File: src/rtl/ir_nec_tx_pkg.sv
// +----------------------------------------------------------------------+
// | ir_nec_pkg : state encoding and NEC unit-count constants              |
// | IR_REPEAT_EN adds the repeat-code states.                             |
// | Rev 1.0                                                               |
// +----------------------------------------------------------------------+
`default_nettype none

package ir_nec_pkg;

  typedef enum logic [3:0] {
    ST_IDLE       = 4'd0,
    ST_LEAD_MARK  = 4'd1,
    ST_LEAD_SPACE = 4'd2,
    ST_BIT_MARK   = 4'd3,
    ST_BIT_SPACE  = 4'd4,
    ST_STOP_MARK  = 4'd5,
    ST_GAP        = 4'd6
`ifdef IR_REPEAT_EN
    ,
    ST_REP_MARK   = 4'd7,
    ST_REP_SPACE  = 4'd8,
    ST_REP_STOP   = 4'd9
`endif
  } nec_state_e;

  localparam int unsigned LEAD_MARK_U  = 16;
  localparam int unsigned LEAD_SPACE_U = 8;
  localparam int unsigned ZERO_SPACE_U = 1;
  localparam int unsigned ONE_SPACE_U  = 3;
  localparam int unsigned REP_MARK_U   = 16;
  localparam int unsigned REP_SPACE_U  = 4;
  localparam int unsigned FRAME_U      = 192;

  function automatic logic is_mark(nec_state_e s);
    case (s)
      ST_LEAD_MARK, ST_BIT_MARK, ST_STOP_MARK: return 1'b1;
`ifdef IR_REPEAT_EN
      ST_REP_MARK, ST_REP_STOP:                return 1'b1;
`endif
      default:                                 return 1'b0;
    endcase
  endfunction

  // Index of the final unit in a state; GAP is timed by the frame counter instead.
  function automatic logic [4:0] last_unit_idx(nec_state_e s, logic one_bit);
    case (s)
      ST_LEAD_MARK:  return 5'(LEAD_MARK_U - 1);
      ST_LEAD_SPACE: return 5'(LEAD_SPACE_U - 1);
      ST_BIT_SPACE:  return one_bit ? 5'(ONE_SPACE_U - 1) : 5'(ZERO_SPACE_U - 1);
`ifdef IR_REPEAT_EN
      ST_REP_MARK:   return 5'(REP_MARK_U - 1);
      ST_REP_SPACE:  return 5'(REP_SPACE_U - 1);
`endif
      default:       return 5'd0;
    endcase
  endfunction

endpackage

`default_nettype wire

File: src/rtl/ir_nec_tx_if.sv
// +----------------------------------------------------------------------+
// | ir_nec_tx_if : request/status bundle between host PIO and NEC sender  |
// | Rev 1.0                                                               |
// +----------------------------------------------------------------------+
`default_nettype none

interface ir_nec_tx_if;
  logic       start;
  logic [7:0] addr;
  logic [7:0] cmd;
  logic       hold;
  logic       busy;
  logic       done;
  logic       env;
  logic       oIR;

  modport master (
    output start, addr, cmd, hold,
    input  busy, done, env, oIR
  );

  modport slave (
    input  start, addr, cmd, hold,
    output busy, done, env, oIR
  );
endinterface

`default_nettype wire

File: src/rtl/ir_nec_tx_carrier_gen.sv
// +----------------------------------------------------------------------+
// | ir_carrier_gen : 38 kHz carrier counter with clear and enable         |
// | Rev 1.0                                                               |
// +----------------------------------------------------------------------+
`default_nettype none

module ir_carrier_gen #(
  parameter int unsigned CARRIER_CYCLES = 1316,
  parameter int unsigned CARRIER_HIGH   = 438
) (
  input  logic Clk,
  input  logic Rst_n,
  input  logic clear_i,
  input  logic enable_i,
  output logic carrier_o
);

  localparam int unsigned CW = (CARRIER_CYCLES > 1) ? $clog2(CARRIER_CYCLES) : 1;
  localparam logic [CW-1:0] CNT_LAST = CW'(CARRIER_CYCLES - 1);
  localparam logic [CW-1:0] CNT_HIGH = CW'(CARRIER_HIGH);

  logic [CW-1:0] cnt_q, cnt_d;

  always_comb begin
    cnt_d = '0;
    if (!clear_i && enable_i) begin
      cnt_d = (cnt_q == CNT_LAST) ? '0 : cnt_q + 1'b1;
    end
  end

  // Look-ahead level: the phase the counter enters on this edge, so the
  // caller can register envelope and carrier together without skew.
  assign carrier_o = (cnt_d < CNT_HIGH);

  always_ff @(posedge Clk or negedge Rst_n) begin
    if (!Rst_n) begin
      cnt_q <= '0;
    end else begin
      cnt_q <= cnt_d;
    end
  end

endmodule

`default_nettype wire

File: src/rtl/ir_nec_tx.sv
// +----------------------------------------------------------------------+
// | ir_nec_tx : NEC infrared frame transmitter with 38 kHz modulation     |
// | Optional repeat codes when IR_REPEAT_EN is defined.  Rev 1.0          |
// +----------------------------------------------------------------------+
`default_nettype none

module ir_nec_tx
  import ir_nec_pkg::*;
#(
  parameter int unsigned UNIT_CYCLES    = 28125,
  parameter int unsigned CARRIER_CYCLES = 1316,
  parameter int unsigned CARRIER_HIGH   = 438
) (
  input  logic        Clk,
  input  logic        Rst_n,
  ir_nec_tx_if.slave  nec
);

  localparam int unsigned UW = (UNIT_CYCLES > 1) ? $clog2(UNIT_CYCLES) : 1;
  localparam logic [UW-1:0] UNIT_LAST  = UW'(UNIT_CYCLES - 1);
  localparam logic [7:0]    FRAME_LAST = 8'(FRAME_U - 1);

  nec_state_e    state_q, state_d;
  logic [UW-1:0] unit_q, unit_d;
  logic [4:0]    dur_q, dur_d;
  logic [7:0]    frame_q, frame_d;
  logic [31:0]   shreg_q, shreg_d;
  logic [4:0]    bit_q, bit_d;
  logic          busy_q, busy_d;
  logic          done_q, done_d;
  logic          env_q, env_d;
  logic          oir_q, oir_d;

  logic tick;
  logic state_end;
  logic car_clear;
  logic carrier;

  assign tick      = (state_q != ST_IDLE) && (unit_q == UNIT_LAST);
  assign state_end = tick && ((state_q == ST_GAP) ? (frame_q == FRAME_LAST)
                                                  : (dur_q == last_unit_idx(state_q, shreg_q[0])));

`ifndef IR_REPEAT_EN
  logic unused_hold;
  assign unused_hold = nec.hold;
`endif

  always_comb begin
    state_d = state_q;
    shreg_d = shreg_q;
    bit_d   = bit_q;
    busy_d  = busy_q;
    done_d  = 1'b0;
    unit_d  = (state_q == ST_IDLE || tick) ? '0 : unit_q + 1'b1;
    dur_d   = tick ? (state_end ? 5'd0 : dur_q + 5'd1) : dur_q;
    frame_d = tick ? frame_q + 8'd1 : frame_q;

    case (state_q)
      ST_IDLE: begin
        if (nec.start) begin
          state_d = ST_LEAD_MARK;
          shreg_d = {~nec.cmd, nec.cmd, ~nec.addr, nec.addr};
          bit_d   = 5'd0;
          frame_d = 8'd0;
          busy_d  = 1'b1;
        end
      end
      ST_LEAD_MARK:  if (state_end) state_d = ST_LEAD_SPACE;
      ST_LEAD_SPACE: if (state_end) state_d = ST_BIT_MARK;
      ST_BIT_MARK:   if (state_end) state_d = ST_BIT_SPACE;
      ST_BIT_SPACE: begin
        if (state_end) begin
          shreg_d = {1'b0, shreg_q[31:1]};
          if (bit_q == 5'd31) begin
            bit_d   = 5'd0;
            state_d = ST_STOP_MARK;
          end else begin
            bit_d   = bit_q + 5'd1;
            state_d = ST_BIT_MARK;
          end
        end
      end
      ST_STOP_MARK:  if (state_end) state_d = ST_GAP;
      ST_GAP: begin
        if (state_end) begin
          frame_d = 8'd0;
`ifdef IR_REPEAT_EN
          if (nec.hold) begin
            state_d = ST_REP_MARK;
          end else begin
            state_d = ST_IDLE;
            busy_d  = 1'b0;
            done_d  = 1'b1;
          end
`else
          state_d = ST_IDLE;
          busy_d  = 1'b0;
          done_d  = 1'b1;
`endif
        end
      end
`ifdef IR_REPEAT_EN
      ST_REP_MARK:   if (state_end) state_d = ST_REP_SPACE;
      ST_REP_SPACE:  if (state_end) state_d = ST_REP_STOP;
      ST_REP_STOP:   if (state_end) state_d = ST_GAP;
`endif
      default:       state_d = ST_IDLE;
    endcase

    env_d     = is_mark(state_d);
    car_clear = env_d && (state_d != state_q);
    oir_d     = env_d && carrier;
  end

  ir_carrier_gen #(
    .CARRIER_CYCLES (CARRIER_CYCLES),
    .CARRIER_HIGH   (CARRIER_HIGH)
  ) u_carrier (
    .Clk       (Clk),
    .Rst_n     (Rst_n),
    .clear_i   (car_clear),
    .enable_i  (env_d),
    .carrier_o (carrier)
  );

  always_ff @(posedge Clk or negedge Rst_n) begin
    if (!Rst_n) begin
      state_q <= ST_IDLE;
      unit_q  <= '0;
      dur_q   <= 5'd0;
      frame_q <= 8'd0;
      shreg_q <= 32'd0;
      bit_q   <= 5'd0;
      busy_q  <= 1'b0;
      done_q  <= 1'b0;
      env_q   <= 1'b0;
      oir_q   <= 1'b0;
    end else begin
      state_q <= state_d;
      unit_q  <= unit_d;
      dur_q   <= dur_d;
      frame_q <= frame_d;
      shreg_q <= shreg_d;
      bit_q   <= bit_d;
      busy_q  <= busy_d;
      done_q  <= done_d;
      env_q   <= env_d;
      oir_q   <= oir_d;
    end
  end

  assign nec.busy = busy_q;
  assign nec.done = done_q;
  assign nec.env  = env_q;
  assign nec.oIR  = oir_q;

endmodule

`default_nettype wire
File: src/flat_wrapper.sv
// flat-port wrapper written by rule: the top's interface ports become plain ports
module ir_nec_tx_flat import ir_nec_pkg::*;
#(
  parameter int unsigned UNIT_CYCLES    = 28125,
  parameter int unsigned CARRIER_CYCLES = 1316,
  parameter int unsigned CARRIER_HIGH   = 438
)
  (Clk, Rst_n, nec_start, nec_addr, nec_cmd, nec_hold, nec_busy, nec_done, nec_env, nec_oIR);
  ir_nec_tx_if nec_i ();
  input  logic Clk;
  input  logic Rst_n;
  input wire logic [$bits(nec_i.start)-1:0] nec_start;
  input wire logic [$bits(nec_i.addr)-1:0] nec_addr;
  input wire logic [$bits(nec_i.cmd)-1:0] nec_cmd;
  input wire logic [$bits(nec_i.hold)-1:0] nec_hold;
  output wire logic [$bits(nec_i.busy)-1:0] nec_busy;
  output wire logic [$bits(nec_i.done)-1:0] nec_done;
  output wire logic [$bits(nec_i.env)-1:0] nec_env;
  output wire logic [$bits(nec_i.oIR)-1:0] nec_oIR;
  assign nec_i.start = nec_start;
  assign nec_i.addr = nec_addr;
  assign nec_i.cmd = nec_cmd;
  assign nec_i.hold = nec_hold;
  assign nec_busy = nec_i.busy;
  assign nec_done = nec_i.done;
  assign nec_env = nec_i.env;
  assign nec_oIR = nec_i.oIR;
  ir_nec_tx #(.UNIT_CYCLES(UNIT_CYCLES), .CARRIER_CYCLES(CARRIER_CYCLES), .CARRIER_HIGH(CARRIER_HIGH)) u_core (.Clk(Clk), .Rst_n(Rst_n), .nec(nec_i));
endmodule
File: config.mk
export PLATFORM = sky130hd
export DESIGN_NAME = ir_nec_tx_flat
export DESIGN_NICKNAME = d
export VERILOG_FILES = /design/src/rtl/ir_nec_tx_pkg.sv /design/src/rtl/ir_nec_tx_if.sv /design/src/rtl/ir_nec_tx_carrier_gen.sv /design/src/rtl/ir_nec_tx.sv /design/src/flat_wrapper.sv
export SDC_FILE = /design/constraint.sdc
export NUM_CORES = 1
export LEC_CHECK = 0
export CAP_MARGIN = 5
export CORE_MARGIN = 4
export CORE_UTILIZATION = 60
export DETAILED_ROUTE_END_ITERATION = 8
export GPL_TIMING_DRIVEN = 0
export PLACE_DENSITY = 0.77
export SLEW_MARGIN = 20
export SYNTH_ARGS = -nofsm -noshare
export SYNTH_HDL_FRONTEND = slang
export SYNTH_SLANG_ARGS = --single-unit
File: constraint.sdc
create_clock -name Clk -period 2.9 [get_ports Clk]
set_clock_uncertainty 0.15 [all_clocks]
set_input_delay 0.435 -clock Clk [delete_from_list [all_inputs] [get_ports Clk]]
set_output_delay 0.435 -clock Clk [all_outputs]
set_load 0.1 [all_outputs]
==> run summary <==
The flow ran to the end, and the final reports show no timing, DRC or antenna violations. The remaining global-route overflow came out at 0. By count the netlist is led by sky130_fd_sc_hd__dfrtp_1 (84), sky130_fd_sc_hd__nand2_1 (79), sky130_fd_sc_hd__nor2_1 (48).

The power per unit of standard cell area came out at 499.8 nW/um^2. The fill cell instance count of the final layout came out at ~560. The net switching component of the power is 0.6240 mW.

The half-perimeter wire length after placement came out at 6.463 mm. The endpoint identified for the worst register-to-register timing path is u_core.bit_q[3]. For this block, the initial DRC count from the detailed router was 167. The total of endpoints with negative setup slack in the final report came out at 0. The total inserted antenna cells came out at 0. The smallest clock period supported by the final layout is computed as 2528 ps.

The initial standard-cell utilization of the core is a little over 60%. TritonCTS built the clock tree. The routed wire length came out at slightly above 9 mm. Synthesis produced a netlist with a net count of 503.

The number of levels the H-tree was split into is 3. In the global route stage, overall resource usage came out at between 20 and 25%. The post-CTS setup buffer count is 0.

The number of enable-type register cells in the synthesized netlist came out at 0. The total number of clock tree sinks is 84. The maximum VDD drop came out at between 0.2 and 0.3 mV.

The design draws 2.576 mW. In this run the worst path has a maximum fanout of 6. The top-level I/O count came out at 24. The area of all sequential standard cells came out at 2102 um^2. The die footprint is 9044 um^2. The clock root buffer master is sky130_fd_sc_hd__clkbuf_8. The cell internal power dissipation is 1.952 mW. The number of failing hold endpoints at the final stage is 0. The clock latency on the worst-skew pair came out at 350 ps. The via density per instance is roughly 5.7. In this run the static leakage power is between 2 and 2.5 nW.

The worst-case headroom to the max-slew limit came out at 35.21%. The net count of the finished layout is 538. The core outline area came out at 7331 um^2. The average routed wire per standard cell is 15.06 um. The startpoint of the most critical hold path is u_core.nec.busy. STA classifies the critical path startpoint as a flip-flop. Synthesis instantiated 59 different standard cells from the library. The switching part of the total came out at between 20% and 30%. The slew of the pin with the lowest slew margin came out at 968.8 ps. The worst min-delay path endpoint is u_core.nec.busy. The number of vias after detailed routing is 3473. The endpoint required time on the critical path is 2970 ps. By startpoint and endpoint, the worst setup path is classified as flip-flop to flip-flop. The area of the mapped netlist is around 4600 um^2. The pre-antenna-repair detailed-routing pass consisted of 5 iterations. Max-cap violations in this run came to 0.

STA classifies the critical path endpoint as a flip-flop. Setup repair after global routing left no endpoint under its margin. The async set-or-reset flop fraction in the synthesized netlist is 100.0%. The total of warnings raised by yosys came out at 0. Ranked by total cell area, the synthesized netlist is headed by sky130_fd_sc_hd__dfrtp_1 (46%), sky130_fd_sc_hd__nand2_1 (6.5%), sky130_fd_sc_hd__mux2_4 (4.9%). After synthesis, the mean cell area works out to 9.563 um^2. Synthesis produced a netlist whose cell count is roughly 480.

For the worst flop-to-flop path, the logic depth is 9. For flop-to-flop paths, the worst setup slack is 370 ps. The arrival time reported for the critical path endpoint came out at ~2600 ps. Yosys instantiated no cell more often than sky130_fd_sc_hd__dfrtp_1. The type of the worst min-delay path is flip-flop to flip-flop.

The number of antenna violations at the first check in global routing is 0. The pre-CTS setup slack is between 300 and 400 ps. The final number of max-transition violations is 0.

The pin count of the biggest net entering global routing is 50. Clock-pin slew was measured on the worst setup and hold paths at approximately 80 ps. The count of nets left with antenna violations after detail routing is 0. The biggest area consumer among synthesized cells is sky130_fd_sc_hd__dfrtp_1. Routability-driven placement finished with a final weighted congestion of 0.9220. The ratio of final minimum period to clock period came out at 87.18%. The post-route worst setup slack came out at roughly 370 ps. After synthesis the netlist holds a flip-flop and latch count of 84. The power share of the clock group came out at 36.4%. The largest buffer count on any clock path came out at 2. The residual DRC count came out at 0. The first-pass GRT wire length came out at 15.98 mm.

TritonCTS created 9 clock buffers. The portion of total power attributed to combinational logic is a little under an eighth. The vertical die dimension came out at 95.10 um. The number of stages on the worst hold path came out at 2. The proportion of netlist area held by the largest area contributor is a little under half.

Relative to the synthesized area, the layout overhead comes to 13.25%. Among all flip-flop cells after synthesis, the most frequent one is sky130_fd_sc_hd__dfrtp_1. Buffers placed on the I/O ports in this run total 22. The register share of total power is 52.0%. The floorplan step set the die width to 95.10 um.

The initialized floorplan defines 31 standard-cell rows. The share of final-layout standard cells stronger than drive strength 1 came out at 11.65%. Of the synthesized area, sequential elements account for 46.18%. In this run the critical register-to-register path is launched from u_core.unit_q[0]. Timing would allow up to 395.6 MHz.

The number of global-route vias before repair came to 3346. Summing all multi-input logic gate instances after layout gives 2221 um^2.
[metrics by stage]
step	setup TNS [ps]	hold slack [ps]	util (%)	instance area (um^2)	instances
floorplan	0	-10.59	-	4552	476
global placement	-145240	339.9	66.79	4896	597
detailed placement	0	275.5	67.13	4921	598
CTS	0	368.9	70.32	5155	614
global route	0	396.1	70.32	5155	614
finish	0	359.4	70.32	5155	614
[cells in the final DEF (no fill, tap or decap), types with 10 or more instances in the layout]
master	count
sky130_fd_sc_hd__mux2_4	15
sky130_fd_sc_hd__xnor2_1	10
sky130_fd_sc_hd__inv_1	23
sky130_fd_sc_hd__nand4_1	10
sky130_fd_sc_hd__dfrtp_1	84
sky130_fd_sc_hd__nand2_1	79
sky130_fd_sc_hd__nor2_1	48
sky130_fd_sc_hd__mux2i_1	16
sky130_fd_sc_hd__clkbuf_8	11
sky130_fd_sc_hd__nand3_1	28
sky130_fd_sc_hd__clkdlybuf4s50_1	21
sky130_fd_sc_hd__xor2_1	19
sky130_fd_sc_hd__o21ai_0	34
sky130_fd_sc_hd__a21oi_1	12
[how the worst max path moves through the flow]
stage | slack (ps) | depth (start not counted) | start | endpoint
final | 370 | 9 | u_core.unit_q[0] | u_core.bit_q[3]
after floorplan | 700 | 9 | u_core.state_q[3] | u_core.shreg_q[16]
after CTS | 380 | 6 | u_core.state_q[1] | u_core.shreg_q[20]
after global routing | 220 | 8 | u_core.unit_q[0] | u_core.frame_q[7]
after detailed placement | 320 | 6 | u_core.state_q[1] | u_core.shreg_q[4]
after global placement | -1730 | 1 | Rst_n | u_core.u_carrier.cnt_q[8]
[sequential cells by signal, indices dropped and copies added (netlist names)]
name                    flops
u_core.nec.oIR              1
u_core.bit_q                5
u_core.u_carrier.cnt_q     11
u_core.nec.done             1
u_core.nec.busy             1
u_core.state_q              4
u_core.frame_q              8
u_core.nec.env              1
u_core.dur_q                5
u_core.unit_q              15
u_core.shreg_q             32
[worst max-delay path, cell delays in order (launching register included)]
cell and delay (ps):
sky130_fd_sc_hd__dfrtp_1 430, sky130_fd_sc_hd__inv_1 80, sky130_fd_sc_hd__ha_1 130, sky130_fd_sc_hd__and4b_1 240, sky130_fd_sc_hd__and4_1 200, sky130_fd_sc_hd__nand2_1 140, sky130_fd_sc_hd__a21oi_1 250, sky130_fd_sc_hd__nand2_1 200
sky130_fd_sc_hd__o311ai_0 420, sky130_fd_sc_hd__o21ai_0 150
[cells by family after synthesis]
| kind of cell | Yosys count | share of synthesized area [%] |
|---|---|---|
| AO/OA/AOI/OAI | 68 | 9.153 |
| XOR/XNOR | 29 | 5.580 |
| adder cells (fa/ha/maj) | 7 | 1.924 |
| buffers and inverters | 43 | 5.030 |
| flip-flops | 84 | 46.18 |
| multiplexers | 32 | 8.714 |
| other | 1 | 0.08238 |
| AND/OR/NAND/NOR | 212 | 23.34 |
[cell type report]
class / instances / area share [%]
timing repair buffer: 24 / 4.951
inverter: 24 / 1.748
clock inverter: 4 / 1.408
buffer: 19 / 2.694
sequential: 84 / 40.78
multi-input combinational: 349 / 43.08
clock buffer: 11 / 2.937
tap: 99 / 2.403
[per-layer routing]
layer	vias up	global-route usage [%]	part of all wire, %	wire, um
met5	-	0	0	0
met4	0	5.769	0.95	88
met3	9	5.288	4.0	369
met2	66	36.21	49	4527
met1	1704	30.50	46	4260
li1	1694	-	-	-
[power groups by stage]
| stage | clock network [mW] | registers [mW] | logic (mW) |
|---|---|---|---|
| final | 0.937 | 1.34 | 0.301 |
| after global placement | 0 | 1.35 | 0.288 |
| after detailed placement | 0 | 1.36 | 0.303 |
| after global routing | 1.01 | 1.35 | 0.337 |
| after CTS | 0.962 | 1.34 | 0.305 |
| after floorplan | 0 | 1.35 | 0.197 |
[timing repair]
item | CTS | global route
hold buffers | 1 | 0
gates resized for setup | 0 | 0
endpoints found under the setup margin | 0 | 0
endpoints found under the hold margin | 35 | 0
Power figures use the tool's default switching activity.
